==> src/rtl/uart_pkg.sv <==
// Shared UART definitions: TX/RX state encodings, parity selectors and line levels.
package uart_pkg;

  typedef enum logic [2:0] {
    ST_IDLE   = 3'd0,
    ST_START  = 3'd1,
    ST_DATA   = 3'd2,
    ST_PARITY = 3'd3,
    ST_STOP   = 3'd4
  } uart_state_e;

  localparam logic PAR_EVEN    = 1'b0;
  localparam logic PAR_ODD     = 1'b1;
  localparam logic IDLE_LEVEL  = 1'b1;
  localparam logic START_LEVEL = 1'b0;

endpackage

==> src/rtl/uart_tx_if.sv <==
// Parallel-side request bus and serial-side outputs of the UART transmitter.
interface uart_tx_if #(parameter int DATA_WIDTH = 8);
  logic [DATA_WIDTH-1:0] P_DATA;
  logic                  Data_Valid;
  logic                  PAR_EN;
  logic                  PAR_TYP;
  logic                  TX_OUT;
  logic                  busy;

  modport master (output P_DATA, Data_Valid, PAR_EN, PAR_TYP, input TX_OUT, busy);
  modport slave  (input  P_DATA, Data_Valid, PAR_EN, PAR_TYP, output TX_OUT, busy);
endinterface

==> src/rtl/uart_tx_serializer.sv <==
// Latched shift register plus bit counter; o_bit is the next data bit to send.
module uart_tx_serializer
  import uart_pkg::*;
#(
  parameter int DATA_WIDTH = 8
) (
  input  logic                  CLK,
  input  logic                  RST,
  input  logic                  i_load,
  input  logic [DATA_WIDTH-1:0] i_data,
  input  logic                  i_shift,
  input  logic                  i_count,
  input  logic                  i_clear,
  output logic                  o_bit,
  output logic                  o_done
);
  localparam int CW = (DATA_WIDTH > 1) ? $clog2(DATA_WIDTH) : 1;

  logic [DATA_WIDTH-1:0] r_shift;
  logic [CW-1:0]         r_cnt;

  assign o_bit  = r_shift[0];
  assign o_done = (r_cnt == CW'(DATA_WIDTH - 1));

  // Counter tracks the index of the bit currently on the line and never wraps.
  always_ff @(posedge CLK or negedge RST) begin
    if (!RST) begin
      r_shift <= '0;
      r_cnt   <= '0;
    end else if (i_load) begin
      r_shift <= i_data;
      r_cnt   <= '0;
    end else begin
      if (i_shift)
        r_shift <= {1'b0, r_shift[DATA_WIDTH-1:1]};
      if (i_clear)
        r_cnt <= '0;
      else if (i_count && !o_done)
        r_cnt <= r_cnt + 1'b1;
    end
  end

endmodule

==> src/rtl/uart_tx.sv <==
// UART transmitter: one frame bit per baud clock, registered line and busy outputs.
module uart_tx
  import uart_pkg::*;
#(
  parameter int DATA_WIDTH = 8
) (
  input  logic      CLK,
  input  logic      RST,
  uart_tx_if.slave  bus
);
  uart_state_e r_state, w_next;
  logic        r_tx, r_busy, r_par_en, r_par_bit;
  logic        w_tx_nxt, w_busy_nxt;
  logic        w_load, w_shift, w_count, w_clear;
  logic        w_bit, w_done;

  uart_tx_serializer #(.DATA_WIDTH(DATA_WIDTH)) u_ser (
    .CLK     (CLK),
    .RST     (RST),
    .i_load  (w_load),
    .i_data  (bus.P_DATA),
    .i_shift (w_shift),
    .i_count (w_count),
    .i_clear (w_clear),
    .o_bit   (w_bit),
    .o_done  (w_done)
  );

  always_comb begin
    w_next  = r_state;
    w_load  = 1'b0;
    w_count = 1'b0;
    w_clear = 1'b0;
    case (r_state)
      ST_IDLE:   if (bus.Data_Valid) begin
                   w_next = ST_START;
                   w_load = 1'b1;
                 end
      ST_START:  w_next = ST_DATA;
      ST_DATA:   if (w_done) begin
                   w_next  = r_par_en ? ST_PARITY : ST_STOP;
                   w_clear = 1'b1;
                 end else begin
                   w_count = 1'b1;
                 end
      ST_PARITY: w_next = ST_STOP;
      ST_STOP:   w_next = ST_IDLE;
      default:   w_next = ST_IDLE;
    endcase
  end

  // Outputs are decoded from the state being entered so they land with it.
  always_comb begin
    w_tx_nxt   = IDLE_LEVEL;
    w_busy_nxt = 1'b0;
    w_shift    = 1'b0;
    case (w_next)
      ST_START:  begin w_tx_nxt = START_LEVEL; w_busy_nxt = 1'b1; end
      ST_DATA:   begin w_tx_nxt = w_bit; w_busy_nxt = 1'b1; w_shift = 1'b1; end
      ST_PARITY: begin w_tx_nxt = r_par_bit; w_busy_nxt = 1'b1; end
      ST_STOP:   begin w_tx_nxt = IDLE_LEVEL; w_busy_nxt = 1'b1; end
      default:   begin w_tx_nxt = IDLE_LEVEL; w_busy_nxt = 1'b0; end
    endcase
  end

  always_ff @(posedge CLK or negedge RST) begin
    if (!RST) begin
      r_state   <= ST_IDLE;
      r_tx      <= IDLE_LEVEL;
      r_busy    <= 1'b0;
      r_par_en  <= 1'b0;
      r_par_bit <= 1'b0;
    end else begin
      r_state <= w_next;
      r_tx    <= w_tx_nxt;
      r_busy  <= w_busy_nxt;
      // Parity is fixed at accept since the shift register is consumed during DATA.
      if (w_load) begin
        r_par_en  <= bus.PAR_EN;
        r_par_bit <= (^bus.P_DATA) ^ bus.PAR_TYP;
      end
    end
  end

  assign bus.TX_OUT = r_tx;
  assign bus.busy   = r_busy;

endmodule

==> src/flat_wrapper.sv <==
// flat-port wrapper written by rule: the top's interface ports become plain ports
module uart_tx_flat import uart_pkg::*;
#(
  parameter int DATA_WIDTH = 8
)
  (CLK, RST, bus_P_DATA, bus_Data_Valid, bus_PAR_EN, bus_PAR_TYP, bus_TX_OUT, bus_busy);
  uart_tx_if #(.DATA_WIDTH(DATA_WIDTH)) bus_i ();
  input  logic CLK;
  input  logic RST;
  input wire logic [$bits(bus_i.P_DATA)-1:0] bus_P_DATA;
  input wire logic [$bits(bus_i.Data_Valid)-1:0] bus_Data_Valid;
  input wire logic [$bits(bus_i.PAR_EN)-1:0] bus_PAR_EN;
  input wire logic [$bits(bus_i.PAR_TYP)-1:0] bus_PAR_TYP;
  output wire logic [$bits(bus_i.TX_OUT)-1:0] bus_TX_OUT;
  output wire logic [$bits(bus_i.busy)-1:0] bus_busy;
  assign bus_i.P_DATA = bus_P_DATA;
  assign bus_i.Data_Valid = bus_Data_Valid;
  assign bus_i.PAR_EN = bus_PAR_EN;
  assign bus_i.PAR_TYP = bus_PAR_TYP;
  assign bus_TX_OUT = bus_i.TX_OUT;
  assign bus_busy = bus_i.busy;
  uart_tx #(.DATA_WIDTH(DATA_WIDTH)) u_core (.CLK(CLK), .RST(RST), .bus(bus_i));
endmodule
==> config.mk <==
export PLATFORM = sky130hd
export DESIGN_NAME = uart_tx_flat
export DESIGN_NICKNAME = d
export VERILOG_FILES = /design/src/rtl/uart_pkg.sv /design/src/rtl/uart_tx_if.sv /design/src/rtl/uart_tx_serializer.sv /design/src/rtl/uart_tx.sv /design/src/flat_wrapper.sv
export SDC_FILE = /design/constraint.sdc
export NUM_CORES = 1
export LEC_CHECK = 0
export BUFFER_PORTS_ARGS = -buffer_cell sky130_fd_sc_hd__buf_4
export CAP_MARGIN = 10
export CORE_MARGIN = 1
export CORE_UTILIZATION = 53
export DETAILED_ROUTE_END_ITERATION = 12
export PLACE_DENSITY = 0.87
export SLEW_MARGIN = 10
export SYNTH_ARGS = -nofsm -noshare
export SYNTH_HDL_FRONTEND = slang
export SYNTH_SLANG_ARGS = --single-unit
export TNS_END_PERCENT = 30
==> constraint.sdc <==
create_clock -name CLK -period 2.5 [get_ports CLK]
set_clock_uncertainty 0.1 [all_clocks]
set_input_delay 0 -clock CLK [delete_from_list [all_inputs] [get_ports CLK]]
set_output_delay 0 -clock CLK [all_outputs]
set_load 0.01 [all_outputs]
==> summary.md <==
| Metric | Value |
|---|---|
| Static Leak | 0.5396 nW |
| Clock Latency Late Sink | 0.30 ns |
| Worst path slowest cell | dfrtp_1 |
| Placed cell area | 1049 um^2 |
| Clock transition at path regs | around 0.1 ns |
| VDD IR max | approximately 0.00066 V |
| Antenna violations before repair | 0 |
| Max Cap Viol | 0 |
| CTS Root Cell | clkbuf_4 |
| Max FO, Critical Path | 15 |
| Crit path capture type | flop |
| Gr usage total | a little under a quarter |
| Synth Net Count | 99 |
| Max incr delay on CP | 0.42 ns |
| Worst min path class | in -> reg |
| Detailed Routing Iterations Pass 1 | 2 |
| Initial drt markers | 2 |
| Worst path cell trace | ha_1 -> ha_1 -> or3b_1 -> a21oi_2 -> buf_4 -> nor2_1 -> a21oi_1 |
| Outcome | completed |
| Cell internal pwr | about 0.8 mW |
| Layout cells sized above 1 | between 20% and 30% |
| Final Slew Violations | 0 |
| Seq pwr share | 41.6% |
| Critical Path RT | between 2 and 3 ns |
| Yosys reg bits | 18 |
| H-tree Lvls | 1 |
| Power Dens Cells | approximately 1000 nW/um^2 |
| Multi-input gate area | roughly 450 um^2 |
| WL/cell | approximately 14 um |
| Largest net degree at the start of global routing | 16 |
| Setup_tns | 0 ns |
| Launch point of the worst reg-to-reg path | u_core.u_ser.r_cnt[0]$_DFFE_PN0P_ |
| Hold_sp | bus_PAR_TYP |
| Unique masters post-synth | 28 |
| Crit path kind | reg -> reg |
| Syn Std Cell Area | just over 900 um^2 |
| # DRC | 0 |
| DR vias | approximately 700 |
| Net Switching | ~0.47 mW |
| First-pass GRT wire length | around 3.2 mm |
| Syn_area_per_cell | 11.04 um^2 |
| Logic gate share of total power | between 40 and 50% |
| Postcts setup bufs | 0 |
| ANT nets after route | 0 |
| Detailed Route WL | between 1.5 and 2 mm |
| Synth-to-layout area growth | 31.04% |
| Top-area cell type share of the netlist area | 45.88% |
| CP arrival | about 2.1 ns |
| Final hold violations | 0 |
| CTS sink cnt | 18 |
| Vias in the first global route | about 740 |
| Core box area | ~1600 um^2 |
| Minimum clock period | between 1.5 and 2 ns |
| Starting density of the core | between 50 and 60% |
| Via density per instance | 5.392 |
| Max Clock Freq | 501.0 MHz |
| Tcrit/Tclk final | 79.84% |
| Synth area leaders | dfrtp_1 46%, mux2i_1 9.7%, xnor2_1 4.7% |
| Cells after Synth | 84 |
| Switching Fraction | 36.80% |
| Chip Width | 43.83 um |
| Ant. Diodes | 0 |
| WP buf/inv | 1 |
| CP most frequent cell | ha_1 |
| Synth Warn # | 0 |
| FP Rows | 14 |
| CTS tree | yes |
| Reg area | 451.7 um^2 |
| Clock Path Buffers | 2 |
| Clock power share | 14.1% |
| Crit start category | flop |
| Largest area contributor in the netlist | dfrtp_1 |
| Number of port buffers | 14 |
| Total gr overflow | 0 |
| Seq/Total Area, Yosys | between 40% and 50% |
| Die area | roughly 1900 um^2 |
| Design area | between 1000 and 1500 um^2 |
| Number of fill cells | roughly 110 |
| Half-perimeter wire length after placement | around 1.2 mm |
| Least-Margin Pin Slew | 0.5348 ns |
| Unrepaired setup endpoints after global routing | no |
| TritonCTS Buffers | 3 |
| Delay-heaviest family, CP | simple AND/OR/NAND/NOR gates |
| Nets@finish | 130 |
| Max_slew headroom | between 60% and 70% |
| Routability Congestion | ~0.79 |
| Crit path from | u_core.u_ser.r_cnt[0]$_DFFE_PN0P_ |
| IO Count | 15 |
| Chip Height | 43.83 um |
| Setup violators final | 0 |
==> layout make-up <==
class                           instances  share of cell area (%)
Inverter                                2                  0.6179
Sequential cell                        18                   37.18
Tap cell                               16                   1.648
Timing Repair Buffer                   29                   20.60
Multi-Input combinational cell         61                   36.97
Clock buffer                            4                   2.987
==> worst reg2reg max path, cell delays in order (launching register included) <==
cell and delay [ns]:
dfrtp_1 0.42, ha_1 0.21, ha_1 0.23, or3b_1 0.40
a21oi_2 0.15, buf_4 0.21, nor2_1 0.07, a21oi_1 0.13
==> metal layers <==
metal / global-route usage [%] / vias up / part of all wire (%)
met4: 9.375 / 0 / 1.4
met5: 0 / - / 0
met1: 27.75 / 337 / 42
met3: 5.000 / 4 / 2.4
met2: 40.30 / 11 / 54
li1: - / 349 / -
==> state kept, by name, indices dropped and copies added, names as in the netlist <==
signal,cells
u_core.u_ser.r_shift,8
u_core.r_state,3
u_core.u_ser.r_cnt,3
u_core.bus.TX_OUT,1
u_core.bus.busy,1
u_core.r_par_bit,1
u_core.r_par_en,1
==> power by group through the flow <==
stage                     Clock, mW  Combinational, mW  Sequential [mW]
after floorplan                   0              0.427            0.512
after global placement            0              0.521            0.529
after detailed placement          0              0.548            0.537
after CTS                     0.183              0.571            0.530
after global routing          0.190              0.630            0.548
final                         0.180              0.564            0.531
==> kinds of logic after synthesis <==
kind of cell	count (synthesis)	synth area share (%)
multiplexers	11	12.15
AO/OA/AOI/OAI	15	10.80
AND/OR/NAND/NOR	26	14.71
XOR/XNOR	7	8.097
flip-flops	18	48.72
buffers and inverters	5	2.833
adder cells (fa/ha/maj)	2	2.699
==> path summary, 6_finish.rpt <==
path | to | slack (ns) | cells past startpoint
min | u_core.r_par_bit$_DFFE_PN0P_ | 0.33 | 5
max reg2reg | u_core.u_ser.r_shift[3]$_DFFE_PN0P_ | 0.50 | 7
max in group asynchronous | u_core.u_ser.r_shift[6]$_DFFE_PN0P_ | 0.80 | 4
min in group asynchronous | u_core.r_state[2]$_DFF_PN0_ | 0.51 | 3
max | u_core.u_ser.r_shift[3]$_DFFE_PN0P_ | 0.50 | 7
min reg2reg | u_core.bus.TX_OUT$_DFF_PN1_ | 0.42 | 2
==> synth_stat cells <==
master and count:
a211oi_2 1, a21oi_1 8, a21oi_2 3, buf_4 2, clkbuf_1 1, dfrtp_1 17, dfstp_2 1, ha_1 2
inv_1 2, mux2_2 2, mux2i_1 9, nand2_1 2, nand2b_1 4, nand3_1 1, nand3b_1 1, nor2_1 11
nor2b_1 2, nor3_1 1, nor3_2 1, nor3b_1 1, o21ai_0 1, o21bai_1 1, o32ai_1 1, or3_1 1
or3b_1 1, xnor2_1 5, xnor3_1 1, xor2_1 1
==> timing repair <==
action / in CTS / in global routing
hold buffers: 13 / 0
gates resized for setup: 0 / 0
hold endpoints to repair: 28 / 0
==> cells in the final DEF, fill, tap and decap left out <==
cell type and n:
nand2b_1 4, dfstp_2 1, xnor3_1 1, o32ai_1 1, nor3_1 1, nor2_1 11, a21oi_1 8, clkbuf_4 3
xnor2_1 5, a21oi_2 3, nor2b_1 2, buf_4 16, or3b_1 1, mux2i_1 9, o21bai_1 1, or3_1 1
a211oi_2 1, o21ai_0 1, ha_1 2, nand2_1 2, nand3b_1 1, xor2_1 1, nor3b_1 1, dlygate4sd3_1 13
nand3_1 1, nor3_2 1, mux2_2 2, clkbuf_8 1, dfrtp_1 17, inv_1 2
==> metrics by stage <==
step	std cells	hold WS [ns]	util [%]	power [mW]	worst slack (ns)
finish	130	0.3304	77.06	1.275	0.5040
floorplan	84	-0.3956	-	0.9392	0.6315
detailed placement	113	-0.2212	66.51	1.085	0.5308
global route	130	0.3672	77.06	1.368	0.3816
global placement	113	-0.2210	66.51	1.050	0.6495
CTS	130	0.3340	77.06	1.284	0.4865
(Power assumes the default switching activity.)
